$ cat config.mk
export PLATFORM = sky130hd
export DESIGN_NAME = fc_argmax_sink
export DESIGN_NICKNAME = d
export VERILOG_FILES = /design/src/rtl/fc_pkg.sv /design/src/rtl/argmax_cmp.sv /design/src/rtl/fc_argmax_sink.sv
export SDC_FILE = /design/constraint.sdc
export NUM_CORES = 1
export LEC_CHECK = 0
export CAP_MARGIN = 0
export CORE_ASPECT_RATIO = 2
export CORE_UTILIZATION = 53
export DETAILED_ROUTE_END_ITERATION = 8
export MAX_ROUTING_LAYER = met4
export PLACE_DENSITY_LB_ADDON = 0.08
export SKIP_LAST_GASP = 1
export SYNTH_ARGS = -nofsm -noshare
export SYNTH_HDL_FRONTEND = slang
export SYNTH_HIERARCHICAL = 1
export SYNTH_SLANG_ARGS = --single-unit
$ cat constraint.sdc
create_clock -name clk -period 3.31 [get_ports clk]
set_input_delay 0.4965 -clock clk [delete_from_list [all_inputs] [get_ports clk]]
set_output_delay 0.4965 -clock clk [all_outputs]
set_load 0.05 [all_outputs]
$ cat src/rtl/fc_pkg.sv
`default_nettype none
// ============================================================================
//  Module      : fc_pkg
//  Description : Shared types for the fc output-side blocks. Holds the
//                argmax sink state encoding and the default-width signed
//                element type used between the fc datapath and its sinks.
//  Revision    : 1.0  initial release
// ============================================================================
package fc_pkg;

   localparam int FC_M_DEFAULT = 16;
   localparam int FC_T_DEFAULT = 20;

   // Signed fc element at the default width; modules that take T as a
   // parameter declare logic signed [T-1:0] of the same shape.
   typedef logic signed [FC_T_DEFAULT-1:0] fc_data_t;

   typedef enum logic {
      COLLECT = 1'b0,
      HOLD    = 1'b1
   } argmax_state_t;

endpackage : fc_pkg
`default_nettype wire

$ cat src/rtl/argmax_cmp.sv
`default_nettype none
// ============================================================================
//  Module      : argmax_cmp
//  Description : Combinational "new > best" signed compare with select.
//                Produces the winning {value, index} pair for one step of a
//                running argmax. first_i forces the new element to win so
//                the first element of a vector loads unconditionally.
//  Ports       : first_i    - new element is the first of its vector
//                new_val_i  - incoming signed element
//                new_idx_i  - position of incoming element
//                best_val_i - current best value
//                best_idx_i - position of current best
//                win_val_o  - selected value
//                win_idx_o  - selected position
//  Revision    : 1.0  initial release
// ============================================================================
module argmax_cmp
   import fc_pkg::*;
#(
   parameter int T  = 20,
   parameter int IW = 4
) (
   input  logic                 first_i,
   input  logic signed [T-1:0]  new_val_i,
   input  logic        [IW-1:0] new_idx_i,
   input  logic signed [T-1:0]  best_val_i,
   input  logic        [IW-1:0] best_idx_i,
   output logic signed [T-1:0]  win_val_o,
   output logic        [IW-1:0] win_idx_o
);

   logic take_new;

   // Strictly greater: on a tie the earlier (lower) index is kept.
   assign take_new  = first_i || (new_val_i > best_val_i);
   assign win_val_o = take_new ? new_val_i : best_val_i;
   assign win_idx_o = take_new ? new_idx_i : best_idx_i;

endmodule : argmax_cmp
`default_nettype wire

$ cat src/rtl/fc_argmax_sink.sv
`default_nettype none
// ============================================================================
//  Module      : fc_argmax_sink
//  Description : Stream sink for the fc layer output. Accepts M signed
//                elements over a valid/ready handshake, tracks the running
//                maximum and its position, and presents {index, max} on a
//                valid/ready output one cycle after the M-th element. The
//                result is held until accepted; input is stalled meanwhile.
//  Ports       : clk          - rising-edge clock
//                reset        - synchronous active-high reset
//                input_valid  - upstream element available
//                input_ready  - element accepted this cycle
//                input_data   - signed element
//                output_valid - result available
//                output_ready - downstream accepts result
//                output_index - position of the maximum (0..M-1)
//                output_max   - maximum value
//  Revision    : 1.0  initial release
// ============================================================================
module fc_argmax_sink
   import fc_pkg::*;
#(
   parameter int M = 16,
   parameter int T = 20,
   localparam int LOGSIZE_M = $clog2(M)
) (
   input  logic                        clk,
   input  logic                        reset,
   input  logic                        input_valid,
   output logic                        input_ready,
   input  logic signed [T-1:0]         input_data,
   output logic                        output_valid,
   input  logic                        output_ready,
   output logic        [LOGSIZE_M-1:0] output_index,
   output logic signed [T-1:0]         output_max
);

   localparam logic [LOGSIZE_M-1:0] CNT_LAST = LOGSIZE_M'(M - 1);
   localparam logic [LOGSIZE_M-1:0] CNT_ONE  = LOGSIZE_M'(1);

   argmax_state_t                state_q;
   logic          [LOGSIZE_M-1:0] cnt_q;
   logic          [LOGSIZE_M-1:0] best_idx_q;
   logic signed   [T-1:0]         best_val_q;
   logic          [LOGSIZE_M-1:0] out_idx_q;
   logic signed   [T-1:0]         out_max_q;

   logic          [LOGSIZE_M-1:0] best_idx_d;
   logic signed   [T-1:0]         best_val_d;
   logic                          in_xfer;

   // Handshake flags come from the registered state only. input_ready is
   // additionally held low while reset is asserted so nothing is accepted
   // during reset; it rises in the first cycle reset is low.
   assign input_ready  = (state_q == COLLECT) && !reset;
   assign output_valid = (state_q == HOLD);
   assign output_index = out_idx_q;
   assign output_max   = out_max_q;

   assign in_xfer = input_valid && input_ready;

   argmax_cmp #(
      .T  (T),
      .IW (LOGSIZE_M)
   ) u_cmp (
      .first_i    (cnt_q == '0),
      .new_val_i  (input_data),
      .new_idx_i  (cnt_q),
      .best_val_i (best_val_q),
      .best_idx_i (best_idx_q),
      .win_val_o  (best_val_d),
      .win_idx_o  (best_idx_d)
   );

   always_ff @(posedge clk) begin
      if (reset) begin
         state_q    <= COLLECT;
         cnt_q      <= '0;
         best_idx_q <= '0;
         best_val_q <= '0;
         out_idx_q  <= '0;
         out_max_q  <= '0;
      end else begin
         case (state_q)
            COLLECT: begin
               if (in_xfer) begin
                  best_val_q <= best_val_d;
                  best_idx_q <= best_idx_d;
                  // Last element: the compare including this element goes
                  // straight into the result registers, and the counter
                  // wraps at M-1 rather than at its natural power of two.
                  if (cnt_q == CNT_LAST) begin
                     out_max_q <= best_val_d;
                     out_idx_q <= best_idx_d;
                     cnt_q     <= '0;
                     state_q   <= HOLD;
                  end else begin
                     cnt_q <= cnt_q + CNT_ONE;
                  end
               end
            end
            HOLD: begin
               if (output_ready) begin
                  state_q <= COLLECT;
               end
            end
         endcase
      end
   end

endmodule : fc_argmax_sink
`default_nettype wire

==> reports/results.md <==
| Stage | Result | This run |
|:---|:---|:---|
| run status | Outcome | completed |
| die | Floorplan Core Area | 5370 µm² |
| synthesis | Number of enable flip-flop cells after synthesis | 0 |
| pwr | Power density over cell area | 397 nW/µm² |
| worst setup path | Sort of element at the end of the critical path | flop |
| pwr | Leakage dissipation | 1.37 nW |
| final layout | Nets | 432 |
| die | Die ar. | 5840 µm² |
| synthesis | Synthesized-area fraction occupied by and/or/nand/nor cells | 23.0% |
| route | Antenna Violating Nets Remaining | 0 |
| worst setup path | Launch point of the worst path | input_data[9] |
| timing | Max Freq | 347 MHz |
| synthesis | Fraction of post-synthesis cell area in the top cell type by area | 36.3% |
| route | Detailed router's first-iteration violation count | 65 |
| synthesis | Most instantiated library cell after synthesis | nand2_1 |
| synthesis | Post-Synth XOR/XNOR Area | 0% |
| timing | Worst setup skew after layout | 4.25 ps |
| die | Die Y-Extent | 107 µm |
| grt | Gr usage total | 25.9% |
| worst setup path | Slowest cell on the critical path | clkdlybuf4s50_1 |
| worst setup path | Capturing instance or port of the critical path | output_max[5] |
| placement | Placer's final routability congestion estimate | 0.813 |
| synthesis | Number of warnings printed during yosys synthesis | 6 |
| worst setup path | Cells along the critical path | clkdlybuf4s50_1 -> ha_1 -> nand4_1 -> or3_1 -> or3_4 -> a31oi_4 -> buf_4 -> mux2_2 -> nand3_1 -> a21oi_1 |
| die | Initial core utilization | 54.5% |
| synthesis | Portion of the post-synthesis area used by sequential elements | 36.3% |
| synthesis | Number of register bits inferred by synthesis | 53 |
| grt | GR peak layer | met2 |
| worst setup path | Endpoint of the worst-slack reg-to-reg timing path | output_max[5] |
| route | Mean routed wirelength per cell | 14.8 µm |
| timing | Setup violations, final | 0 |
| final layout | Share of cells above drive strength 1 | 11.9% |
| route | Routed vias/inst | 5.66 |
| grt | Global routing met3 resource utilization | 5.11% |
| pwr | Max rail drop VDD | 0.000367 V |
| route | Routed Wire Length | 6.62 mm |
| worst setup path | Arrival time at the worst endpoint | 3080 ps |
| grt | Met1 global-route usage | 30.7% |
| final layout | Filler cell count in the final layout | 520 |
| worst setup path | FF-to-FF Start | cnt_q[0] |
| synthesis | Synthesized area | 2930 µm² |
| clock tree | Clock root buffer master | clkbuf_8 |
| timing | Unrepaired setup endpoints after global routing | false |
| timing | Transition at the pin with the smallest max-transition slack | 960 ps |
| clock tree | H-tree Lvls | 2 |
| die | Boundary pin count | 50 |
| synthesis | Largest family of logic cells by synthesized area | simple AND/OR/NAND/NOR gates |
| synthesis | Leading register cell type out of synthesis | dfxtp_1 |
| synthesis | Ys async rst share | 0% |
| synthesis | Synth top cells by count | nand2_1 (54), dfxtp_1 (53), a21oi_1 (32), nand3_1 (25), nand3b_1 (25) |
| hold path | Kind of path behind the tightest hold check | reg -> reg |
| worst setup path | Critical path peak fanout | 8 |
| route | Drt pass-1 iters | 4 |
| job | Number of maximum-capacitance constraint violations | 0 |
| placement | Post-detailed-placement cell area | 3430 µm² |
| final layout | Post-layout instance area | 3530 µm² |
| worst setup path | Path type of the worst setup path | in -> reg |
| worst setup path | Startpoint kind of the worst setup timing path | input pin |
| die | X dimension of the die | 54.5 µm |
| timing | Number of failing hold endpoints at the final stage | 0 |
| worst setup path | R2R setup slack | 630 ps |
| clock tree | Number of buffers created by CTS | 5 |
| final layout | Number of antenna diodes | 0 |
| route | Number of remaining DRC errors | 0 |
| grt | Vias in the first global route | 2330 |
| final layout | Layout overhead on the synthesized area | 20.6% |
| synthesis | Mean area per synthesized cell | 8.48 µm² |
| clock tree | Hold-fix buffers at CTS | 0 |
| placement | Half-perimeter wire length after placement | 4.53 mm |
| timing | Slew margin rel. | 35.8% |
| worst setup path | Data required time of the critical path | 3510 ps |
| synthesis | Multiplexer share of the synthesized area | 9.58% |
| synthesis | Cell types occupying the most area after synthesis | dfxtp_1 (36%), ha_1 (9.4%), mux2_2 (9.2%) |
| timing | Setup TNS after final layout | 0 ps |
| synthesis | Net count after synthesis | 391 |
| clock tree | TritonCTS clock tree | done |
| clock tree | Worst-skew pair later-pin latency | 310 ps |
| grt | Aggregate global routing overflow | 0 |
| grt | Global-route wire length before repair | 10.9 mm |
| synthesis | Count of cell types in the netlist | 36 |
| route | Number of vias after detailed routing | 2525 |
| timing | Number of max-slew violations in the final report | 0 |
| grt | Global Route met2 Usage | 41.7% |
| worst setup path | Largest stage delay on the critical path | 430 ps |
| synthesis | Cell count after synthesis | 345 |
| clock tree | # resized after CTS | 0 |
| clock tree | Clk sink count | 53 |
| grt | Antenna violations before repair | 0 |
| placement | Number of port buffers | 49 |
| clock tree | # Post-CTS Setup Buffers | 0 |
| die | Placement Rows | 38 |
| clock tree | Clock-pin slew on the worst setup and hold paths | 90 ps |
| synthesis | Synthesized-area fraction occupied by ao, oa, aoi and oai cells | 13.5% |
| timing | Share of the clock period used by the worst path | 87.1% |
| synthesis | Adder-cell area share of the yosys netlist | 9.41% |
| timing | Period minus WS final | 2880 ps |
| synthesis | Largest area contributor in the netlist | dfxtp_1 |
| worst setup path | Worst reg-to-reg path cell count | 11 |
| clock tree | Clk buf depth | 2 |
| grt | Pin count of the biggest net entering global routing | 37 |
-- cell families after synthesis --
kind of cell / Yosys count
AO/OA/AOI/OAI: 70
buffers and inverters: 47
AND/OR/NAND/NOR: 128
adder cells (fa/ha/maj): 22
multiplexers: 25
flip-flops: 53
-- final cells by class --
| class | instances | area [µm²] | area share [%] |
|---|---|---|---|
| Multi-Input combinational cell | 245 | 1630 | 46.2 |
| Inverter | 22 | 82.6 | 2.34 |
| Clock inverter | 2 | 35.0 | 0.993 |
| Timing Repair Buffer | 59 | 576 | 16.3 |
| Tap cell | 60 | 75.1 | 2.13 |
| Clock buffer | 5 | 68.8 | 1.95 |
| Sequential cell | 53 | 1060 | 30.1 |
-- report_power, final --
part	leakage [nW]	switching, mW	internal [mW]
Combinational	0.889	0.141	0.140
Clock	0.0540	0.214	0.220
Sequential	0.431	0.0200	0.664
-- how the worst min path moves through the flow --
stage,depth (start not counted),to,start
after detailed placement,2,best_idx_q[2],best_idx_q[2]
after global routing,2,best_idx_q[1],best_idx_q[1]
final,2,best_idx_q[0],best_idx_q[0]
after floorplan,2,best_idx_q[0],best_idx_q[0]
after CTS,2,best_idx_q[2],best_idx_q[2]
after global placement,2,best_idx_q[2],best_idx_q[2]
-- critical path: cells and delay by family --
kind / cells / cell delay, ps
and+or+nand+nor: 4 / 970
buffers and inverters: 2 / 640
muxes: 1 / 360
adders and majority gates: 1 / 320
AOI/OAI and AO/OA: 2 / 300
-- per-stage QoR --
stage	hold slack [ps]	total power [mW]	cells	util, %	setup WS (ps)
floorplan	446	0.896	345	-	669
global placement	456	0.973	439	63.8	127
detailed placement	460	0.979	439	63.8	90.9
CTS	478	1.41	446	65.7	419
global route	495	1.47	446	65.7	318
finish	476	1.40	446	65.7	426
-- cells in the final DEF (no fill, tap or decap), drive strengths merged, types with 5 or more instances in the layout --
cell type and count:
a21oi 32, buf 11, clkbuf 5, clkdlybuf4s50 48, dfxtp 53, ha 22, inv 22, mux2 24
nand2 54, nand3 25, nand3b 25, nand4 6, nor2 5, o21ai 26
-- sequential cells by signal (all words and copies together), names as in the netlist --
register,flops
best_val_q,20
output_max,20
best_idx_q,4
cnt_q,4
output_index,4
output_valid,1
-- routing by layer --
layer | share of wire, % | vias up
li1 | - | 1270
met1 | 43 | 1212
met2 | 53 | 37
met3 | 2.6 | 6
met4 | 1.6 | 0
met5 | 0 | -
(Power assumes the default switching activity.)
